`config.mk`:
```
export PLATFORM = sky130hd
export DESIGN_NAME = seq_det_arbiter
export DESIGN_NICKNAME = d
export VERILOG_FILES = /design/src/rtl/seq_det_arbiter.sv
export SDC_FILE = /design/constraint.sdc
export NUM_CORES = 1
export LEC_CHECK = 0
export CAP_MARGIN = 20
export CORE_ASPECT_RATIO = 0.75
export CORE_MARGIN = 5
export CORE_UTILIZATION = 52
export CTS_CLUSTER_DIAMETER = 150
export CTS_CLUSTER_SIZE = 24
export DETAILED_ROUTE_END_ITERATION = 10
export PLACE_DENSITY = 0.79
export SLEW_MARGIN = 10
export SYNTH_ARGS = -nofsm -noshare
export SYNTH_HDL_FRONTEND = slang
export SYNTH_SLANG_ARGS = --single-unit
```
`constraint.sdc`:
```
create_clock -name clk -period 4.27 [get_ports clk]
set_input_delay 0.854 -clock clk [delete_from_list [all_inputs] [get_ports clk]]
set_output_delay 0.854 -clock clk [all_outputs]
set_load 0.05 [all_outputs]
```
`src/rtl/seq_det_arbiter.sv`:
```
// Two-requester round-robin front end for a serial repeated-bit detector.
// Optional longest-run reporting is enabled by defining SEQDET_MAX_RUN_EN.
module seq_det_arbiter #(
    parameter int WIDTH = 8,
    parameter int CNT_W = 4
) (
    input  logic             clk,
    input  logic             rst,
    input  logic             req0,
    input  logic [WIDTH-1:0] data0,
    output logic             gnt0,
    input  logic             req1,
    input  logic [WIDTH-1:0] data1,
    output logic             gnt1,
    output logic             busy,
    output logic             ser_valid,
    output logic             ser_bit,
    output logic             match,
    output logic             done,
    output logic             done_id,
    output logic [CNT_W-1:0] match_cnt
`ifdef SEQDET_MAX_RUN_EN
    ,
    output logic [CNT_W-1:0] max_run
`endif
);

    typedef enum logic [1:0] {
        IDLE  = 2'd0,
        SHIFT = 2'd1,
        DONE  = 2'd2
    } state_t;

    state_t             r_state;
    logic [WIDTH-1:0]   r_shift;
    logic [CNT_W-1:0]   r_bitcnt;
    logic [CNT_W-1:0]   r_cnt;
    logic               r_prev_bit;
    logic               r_owner;
    logic               r_rr_ptr;
    logic               r_gnt0;
    logic               r_gnt1;
    logic               r_done;
    logic               r_done_id;
    logic [CNT_W-1:0]   r_match_cnt;

    logic               w_ser_valid;
    logic               w_ser_bit;
    logic               w_first;
    logic               w_last;
    logic               w_match;
    logic               w_pick1;

    // Serial datapath decode and round-robin choice.
    always_comb begin
        w_ser_valid = (r_state == SHIFT);
        w_ser_bit   = w_ser_valid & r_shift[WIDTH-1];
        w_first     = (r_bitcnt == CNT_W'(WIDTH-1));
        w_last      = (r_bitcnt == {CNT_W{1'b0}});
        w_match     = 1'b0;
        if (w_ser_valid && !w_first) begin
            w_match = (w_ser_bit == r_prev_bit);
        end else begin
            w_match = 1'b0;
        end
        // r_rr_ptr set means requester 1 wins a tie.
        w_pick1 = req1 & (~req0 | r_rr_ptr);
    end

    // Main FSM: arbitration, serialization, counting and result registers.
    always_ff @(posedge clk or negedge rst) begin
        if (!rst) begin
            r_state     <= IDLE;
            r_shift     <= {WIDTH{1'b0}};
            r_bitcnt    <= {CNT_W{1'b0}};
            r_cnt       <= {CNT_W{1'b0}};
            r_prev_bit  <= 1'b0;
            r_owner     <= 1'b0;
            r_rr_ptr    <= 1'b0;
            r_gnt0      <= 1'b0;
            r_gnt1      <= 1'b0;
            r_done      <= 1'b0;
            r_done_id   <= 1'b0;
            r_match_cnt <= {CNT_W{1'b0}};
        end else begin
            r_gnt0 <= 1'b0;
            r_gnt1 <= 1'b0;
            r_done <= 1'b0;
            case (r_state)
                IDLE: begin
                    if (req0 || req1) begin
                        r_state  <= SHIFT;
                        r_shift  <= w_pick1 ? data1 : data0;
                        r_bitcnt <= CNT_W'(WIDTH-1);
                        r_cnt    <= {CNT_W{1'b0}};
                        r_owner  <= w_pick1;
                        r_rr_ptr <= ~w_pick1;
                        r_gnt0   <= ~w_pick1;
                        r_gnt1   <= w_pick1;
                    end else begin
                        r_state <= IDLE;
                    end
                end
                SHIFT: begin
                    r_shift    <= {r_shift[WIDTH-2:0], 1'b0};
                    r_prev_bit <= w_ser_bit;
                    r_cnt      <= r_cnt + {{(CNT_W-1){1'b0}}, w_match};
                    if (w_last) begin
                        r_state     <= DONE;
                        r_done      <= 1'b1;
                        r_done_id   <= r_owner;
                        r_match_cnt <= r_cnt + {{(CNT_W-1){1'b0}}, w_match};
                    end else begin
                        r_bitcnt <= r_bitcnt - CNT_W'(1);
                    end
                end
                DONE: begin
                    r_state <= IDLE;
                end
                default: begin
                    r_state <= IDLE;
                end
            endcase
        end
    end

    assign gnt0      = r_gnt0;
    assign gnt1      = r_gnt1;
    assign busy      = (r_state != IDLE);
    assign ser_valid = w_ser_valid;
    assign ser_bit   = w_ser_bit;
    assign match     = w_match;
    assign done      = r_done;
    assign done_id   = r_done_id;
    assign match_cnt = r_match_cnt;

`ifdef SEQDET_MAX_RUN_EN
    logic [CNT_W-1:0] r_run;
    logic [CNT_W-1:0] r_run_max;
    logic [CNT_W-1:0] r_max_run;
    logic [CNT_W-1:0] w_run_now;
    logic [CNT_W-1:0] w_max_now;

    // Length of the run ending at the current bit, and the best so far.
    always_comb begin
        w_run_now = CNT_W'(1);
        w_max_now = r_run_max;
        if (w_match) begin
            w_run_now = r_run + CNT_W'(1);
        end else begin
            w_run_now = CNT_W'(1);
        end
        if (w_first || (w_run_now > r_run_max)) begin
            w_max_now = w_run_now;
        end else begin
            w_max_now = r_run_max;
        end
    end

    // Run tracking registers; result published alongside match_cnt.
    always_ff @(posedge clk or negedge rst) begin
        if (!rst) begin
            r_run     <= {CNT_W{1'b0}};
            r_run_max <= {CNT_W{1'b0}};
            r_max_run <= {CNT_W{1'b0}};
        end else if (r_state == SHIFT) begin
            r_run     <= w_run_now;
            r_run_max <= w_max_now;
            if (w_last) begin
                r_max_run <= w_max_now;
            end
        end
    end

    assign max_run = r_max_run;
`else
    // Without run tracking the serial detector above is the whole datapath.
`endif

endmodule
```
==> run metrics, run 1 <==
outcome completed; CTS Hold Bufs 0; CP max-delay cell clkdlybuf4s50_1; Post-synth EDFFs 0; I/O Buffers 31; all-layer global routing usage 0.1729; Netlist Area Pre-Place 1366 um2; Seq/Total Area, Yosys 0.5311; drt total wl 2.970 mm; Worst R2R Path Depth 8; Fmax achieved between 0.2 and 0.3 GHz; pwr/cell area 800.3 nW/um2; worst min path class flop to flop; Synth Flop Type dfrtp_1; Crit path required time 3.42 ns; routed wire length on met2 1.553 mm; combinational group share of total power 0.479; Max FO, Critical Path 17; fill cell count 222; Die Y 54.39 um; Post-synth ARST share 1.000; Area contributors post-synth dfrtp_1, nand2_1, mux2i_1; vias in the first global route 1095; sequential cell area 725.7 um2; worst path buffer plus inverter count 2; Setup crit start kind flop; min Tclk post-route 3.518 ns; setup TNS 0 ns; Cell variety after synth 31; Ys Warns 0; commonest non-fill, non-tap cell in the layout clkdlybuf4s50_1; placed cell count 195; synthesized area per cell 10.20 um2; CP startpoint r_state[1]; max-slew violations 0; GRT overflow 0; antenna viol nets, final 0; core area 2562 um2; Setup Fix Bufs, Post-CTS 0; Setup Viol. Count Final 0; DR pass1 iterations 4; Layout Nets 192; crit path kind flop to output port; met3 wire len 126 um; Setup Skew 0.009388 ns; clock power share 0.195; R2R Path End r_cnt[2]; root buffer cell clkbuf_4; final worst-path cycle share 0.8239; Tightest Pin Transition 0.7042 ns; CTS Buffer Depth 2; R2R Path Start r_state[1]; CTS tree yes; Slew headroom 0.5305; Die Area 3763 um2; initial antenna violation count 0; HPWL after DPL 2.153 mm; WP depth 5; RSZ-0062 raised after global routing no; Hold Violations, Final 0; WL/cell 14.56 um; Max stage delay on crit path 0.83 ns; total clock sinks 29; Sw Pwr 0.6142 mW; total number of vias 1094; Syn Nets 159; synthesized instance count between 100 and 150; Resize count post-CTS 0; final instance count without filler cells 204; initial core utilization 0.5332; Cell Rows 16; crit path cell chain nand2b_1 -> inv_2 -> o221ai_1 -> a21oi_1 -> clkdlybuf4s50_1; internal power 0.8257 mW; total leakage power around 0.86 nW; top cell family by delay on the critical path buffers and inverters; met1 wire length ~1.2 mm; GPL Wtd Cong 0.7759; die width approximately 70 um; cell taking the most area after synthesis dfrtp_1; Num CTS Buffers 5; pin count of the biggest net entering global routing 30; ratio of cells with drive above 1 in the final layout 0.09524; final core area utilization 0.7021; first-pass GRT wire length 4.940 mm; area of the multi-input gates approximately 570 um2; R2R Setup Slk roughly 1.9 ns; sequential share of power 0.326; Max H-tree Level 2; sw frac 0.4265; area grow syn2layout 31.69%; most frequent cells in the layout clkdlybuf4s50_1, dfrtp_1, nand2_1; Max Used Layer met4; crit end category output port; clock-pin slew on the worst setup and hold paths 0.10 ns; Synth top area share 0.5311; FF+latch count, synth 29; DRT iter0 DRCs 28; CP endpoint match; Max-cap violations 0; DRC violation count after routing 0; worst skew pair latency approximately 0.33 ns; Worst EP arrival 2.66 ns; DR vias/cell about 5.4; Worst VDD drop 0.4323 mV; IO Pins 32; antenna fix cells 0
[worst min path at each step]
| stage | depth (start not counted) | start | endpoint | slack, ns |
|---|---|---|---|---|
| finish | 2 | done_id | done_id | 0.48 |
| global route | 1 | r_owner | r_owner | 0.53 |
| CTS | 2 | done_id | done_id | 0.50 |
| detailed placement | 2 | done_id | done_id | 0.47 |
| global placement | 2 | done_id | done_id | 0.46 |
| floorplan | 2 | r_owner | done_id | 0.44 |
[per-stage QoR]
stage / hold slack (ns) / total power, mW / worst slack, ns / area (um2)
finish: 0.4842 / 1.440 / 0.7521 / 1799
global route: 0.5267 / 1.533 / 0.6140 / 1799
CTS: 0.4952 / 1.450 / 0.7568 / 1792
detailed placement: 0.4730 / 1.164 / 1.114 / 1689
global placement: 0.4576 / 1.133 / 1.194 / 1689
floorplan: 0.4373 / 0.9614 / 1.775 / 1366
[flip-flops by register name (all words and copies together) (netlist names), 2 cells and up]
name	cells
r_shift	8
match_cnt	4
r_bitcnt	4
r_cnt	4
r_state	2
[per-layer routing]
metal / GRT usage / vias to the layer above
met5: 0 / -
met4: 0.07792 / 0
met3: 0.04954 / 7
met2: 0.3291 / 26
met1: 0.1845 / 539
li1: - / 522
[power by group through the flow]
stage	Clock [mW]	Sequential (mW)	Combinational [mW]
final	0.281	0.470	0.689
after CTS	0.284	0.469	0.698
after global routing	0.294	0.482	0.757
after floorplan	0	0.544	0.417
after global placement	0	0.464	0.669
after detailed placement	0	0.472	0.692
[tightest hold or removal path, stage by stage, from the launching register on]
cell and delay, ns:
dfrtp_1 0.36, nand2_1 0.05, nand2_1 0.05
[area by class of cell]
type / instances / area share
sequential: 29 / 0.4033
multi-input combinational: 91 / 0.3164
timing repair buffer: 33 / 0.1808
clock inverter: 3 / 0.03616
tap: 36 / 0.02503
clock buffer: 5 / 0.02086
inverter: 7 / 0.01739
[cell families after synthesis]
logic type	synth area share
buffers and inverters	0.05219
and+or+nand+nor	0.1584
AOI/OAI and AO/OA	0.1255
xor gates and xnor gates	0.01282
adders and majority gates	0.04579
muxes	0.07418
DFF	0.5311
[cell usage after synthesis, types with 2 or more instances]
master    number
a21o_1         4
buf_2          4
dfrtp_1       29
ha_1           5
inv_1          5
mux2i_1        9
nand2_1       27
nand3_1        9
nor2_1         4
o211ai_1       6
o21ai_0        9
o221ai_1       2
or2_1          3
Note: power is estimated with default switching activity, not from simulation.
==> inputs of run 2 (changes only) <==
Settings changed: CORE_UTILIZATION 52 to 44, PLACE_DENSITY 0.79 to 0.71.
Clock period 4.27 ns to 3.17 ns, I/O delays scaled along.
==> run metrics, run 2 (same netlist as run 1, synthesis figures left out) <==
outcome completed; Max H-tree Level 2 (unchanged); top cell family by delay on the critical path buffers and inverters; most frequent cells in the layout clkdlybuf4s50_1, dfrtp_1, nand2_1; crit end category output port; pin count of the biggest net entering global routing 30 (unchanged); worst path buffer plus inverter count 2 (unchanged); Max-cap violations 0 (unchanged); fill cell count 257 (+16%); crit path cell chain nand2b_1 -> inv_2 -> clkdlybuf4s50_1; initial core utilization 0.4621 (-0.07108); total clock sinks 29 (unchanged); Slew headroom 0.6643 (+0.1338); Worst R2R Path Depth 8 (unchanged); I/O Buffers 31 (unchanged); GPL Wtd Cong 0.7375 (-4.9%); Cell Rows 17 (+1); DR vias/cell 5.063 (-5.6%); Worst VDD drop 0.5589 mV (+29%); Die Y 58.26 um (+7.1%); root buffer cell clkbuf_8; CP max-delay cell clkdlybuf4s50_1; final instance count without filler cells 208 (+2.0%); die width 74.35 um (+7.5%); Layout Nets 194 (+1.0%); max reg flops 8 (unchanged); Resize count post-CTS 0 (unchanged); Tightest Pin Transition 0.5020 ns (-0.2023 ns); Hold Violations, Final 0 (unchanged); Worst EP arrival 2.01 ns (-0.65 ns); RSZ-0062 raised after global routing no; WP depth 3 (-2); antenna viol nets, final 0 (unchanged); vias in the first global route 1099 (+0.37%); internal power 1.030 mW (+25%); placed cell count 200 (+2.6%); Fmax achieved ~0.38 GHz; worst skew pair latency 0.27 ns (-0.06 ns); Num CTS Buffers 5 (unchanged); Setup crit start kind flop; Max stage delay on crit path 0.86 ns (+0.03 ns); min Tclk post-route 2.649 ns; area grow syn2layout 31.32%; crit path kind flop to output port; total number of vias 1053 (-3.7%); IO Pins 32 (unchanged); Placed Area 1712 um2 (+1.3%); clock power share 0.152 (-0.043); GRT overflow 0 (unchanged); Hold Path Depth 2 (unchanged); all-layer global routing usage 0.1467 (-0.02613); Setup Fix Bufs, Post-CTS 0 (unchanged); sw frac 0.4430 (+0.01649); drt total wl 2.851 mm (-4.0%); sequential share of power 0.340 (+0.014); DRC violation count after routing 0 (unchanged); first-pass GRT wire length 4.864 mm (-1.5%); DRT iter0 DRCs 36 (+29%); clock-pin slew on the worst setup and hold paths 0.06 ns (-0.04 ns); worst min path class flop to flop; commonest non-fill, non-tap cell in the layout clkdlybuf4s50_1; final worst-path cycle share 0.8356; setup TNS 0 ns (unchanged); Crit path required time 2.54 ns (-0.88 ns); Sw Pwr 0.8195 mW (+33%); CTS Hold Bufs 0 (unchanged); Die Area 4331 um2 (+15%); pwr/cell area 1031 nW/um2 (+29%); HPWL after DPL 2.179 mm (+1.2%); Final Instance Area 1794 um2 (-0.28%); CTS tree yes; CTS Buffer Depth 2 (unchanged); Setup Skew 0.004090 ns (-0.005299 ns); max-slew violations 0 (unchanged); initial antenna violation count 0 (unchanged); ratio of cells with drive above 1 in the final layout 0.1059 (+0.01064); Setup Viol. Count Final 0 (unchanged); DR pass1 iterations 4 (unchanged); total leakage power 0.8600 nW (about the same); combinational group share of total power 0.508 (+0.029); antenna fix cells 0 (unchanged); core area 2957 um2 (+15%); Max FO, Critical Path 15 (-2); WL/cell 13.71 um (-5.9%); power after layout 1.850 mW (+28%); most flop-heavy register r_shift
[run 2: worst min-delay path: cells and delay by family, from the launching register on]
kind	cells	cell delay (ns)
flops	1	0.34
simple gates	2	0.10
[run 2: area by class of cell]
class / instances / area (um2) / area share
Sequential cell: 29 / 725.7 / 0.4045
Timing Repair Buffer: 35 / 337.8 / 0.1883
Clock inverter: 2 / 10.01 / 0.005579
Inverter: 7 / 31.28 / 0.01743
Multi-Input combinational cell: 91 / 569.3 / 0.3173
Tap cell: 38 / 47.55 / 0.02650
Clock buffer: 6 / 72.57 / 0.04045
[run 2: path summary, 6_finish.rpt]
kind                                    from      endpoint  slack [ns]
worst max-delay path              r_state[1]     ser_valid        0.52
worst min-delay path            match_cnt[1]  match_cnt[1]        0.48
worst max register to register    r_state[1]      r_cnt[2]        1.09
worst min register to register  match_cnt[1]  match_cnt[1]        0.48
max in group asynchronous                rst    r_shift[1]        2.15
min in group asynchronous                rst  match_cnt[0]        0.75
[run 2: through the flow]
| step | utilization | setup slack [ns] | hold WS [ns] |
|---|---|---|---|
| floorplan | - | 0.6745 | 0.3384 |
| global placement | 0.5789 | 0.8510 | 0.4570 |
| detailed placement | 0.5789 | 0.8182 | 0.4654 |
| CTS | 0.6069 | 0.5245 | 0.4804 |
| global route | 0.6069 | 0.4410 | 0.5058 |
| finish | 0.6069 | 0.5212 | 0.4754 |
[run 2: power by group through the flow]
stage          sequential (mW)  clock, mW  combinational [mW]
2_1_floorplan            0.733          0               0.562
3_3_place_gp             0.627          0               0.923
3_5_place_dp             0.634          0               0.948
4_1_cts                  0.628      0.290               0.950
5_1_grt                  0.650      0.311                1.03
6_report                 0.629      0.282               0.939
[run 2: routing by layer]
| layer | wire length [um] | global-route usage |
|---|---|---|
| met1 | 1210 | 0.1809 |
| met2 | 1443 | 0.2462 |
| met3 | 169 | 0.05199 |
| met4 | 27 | 0.03553 |
| met5 | 0 | 0 |
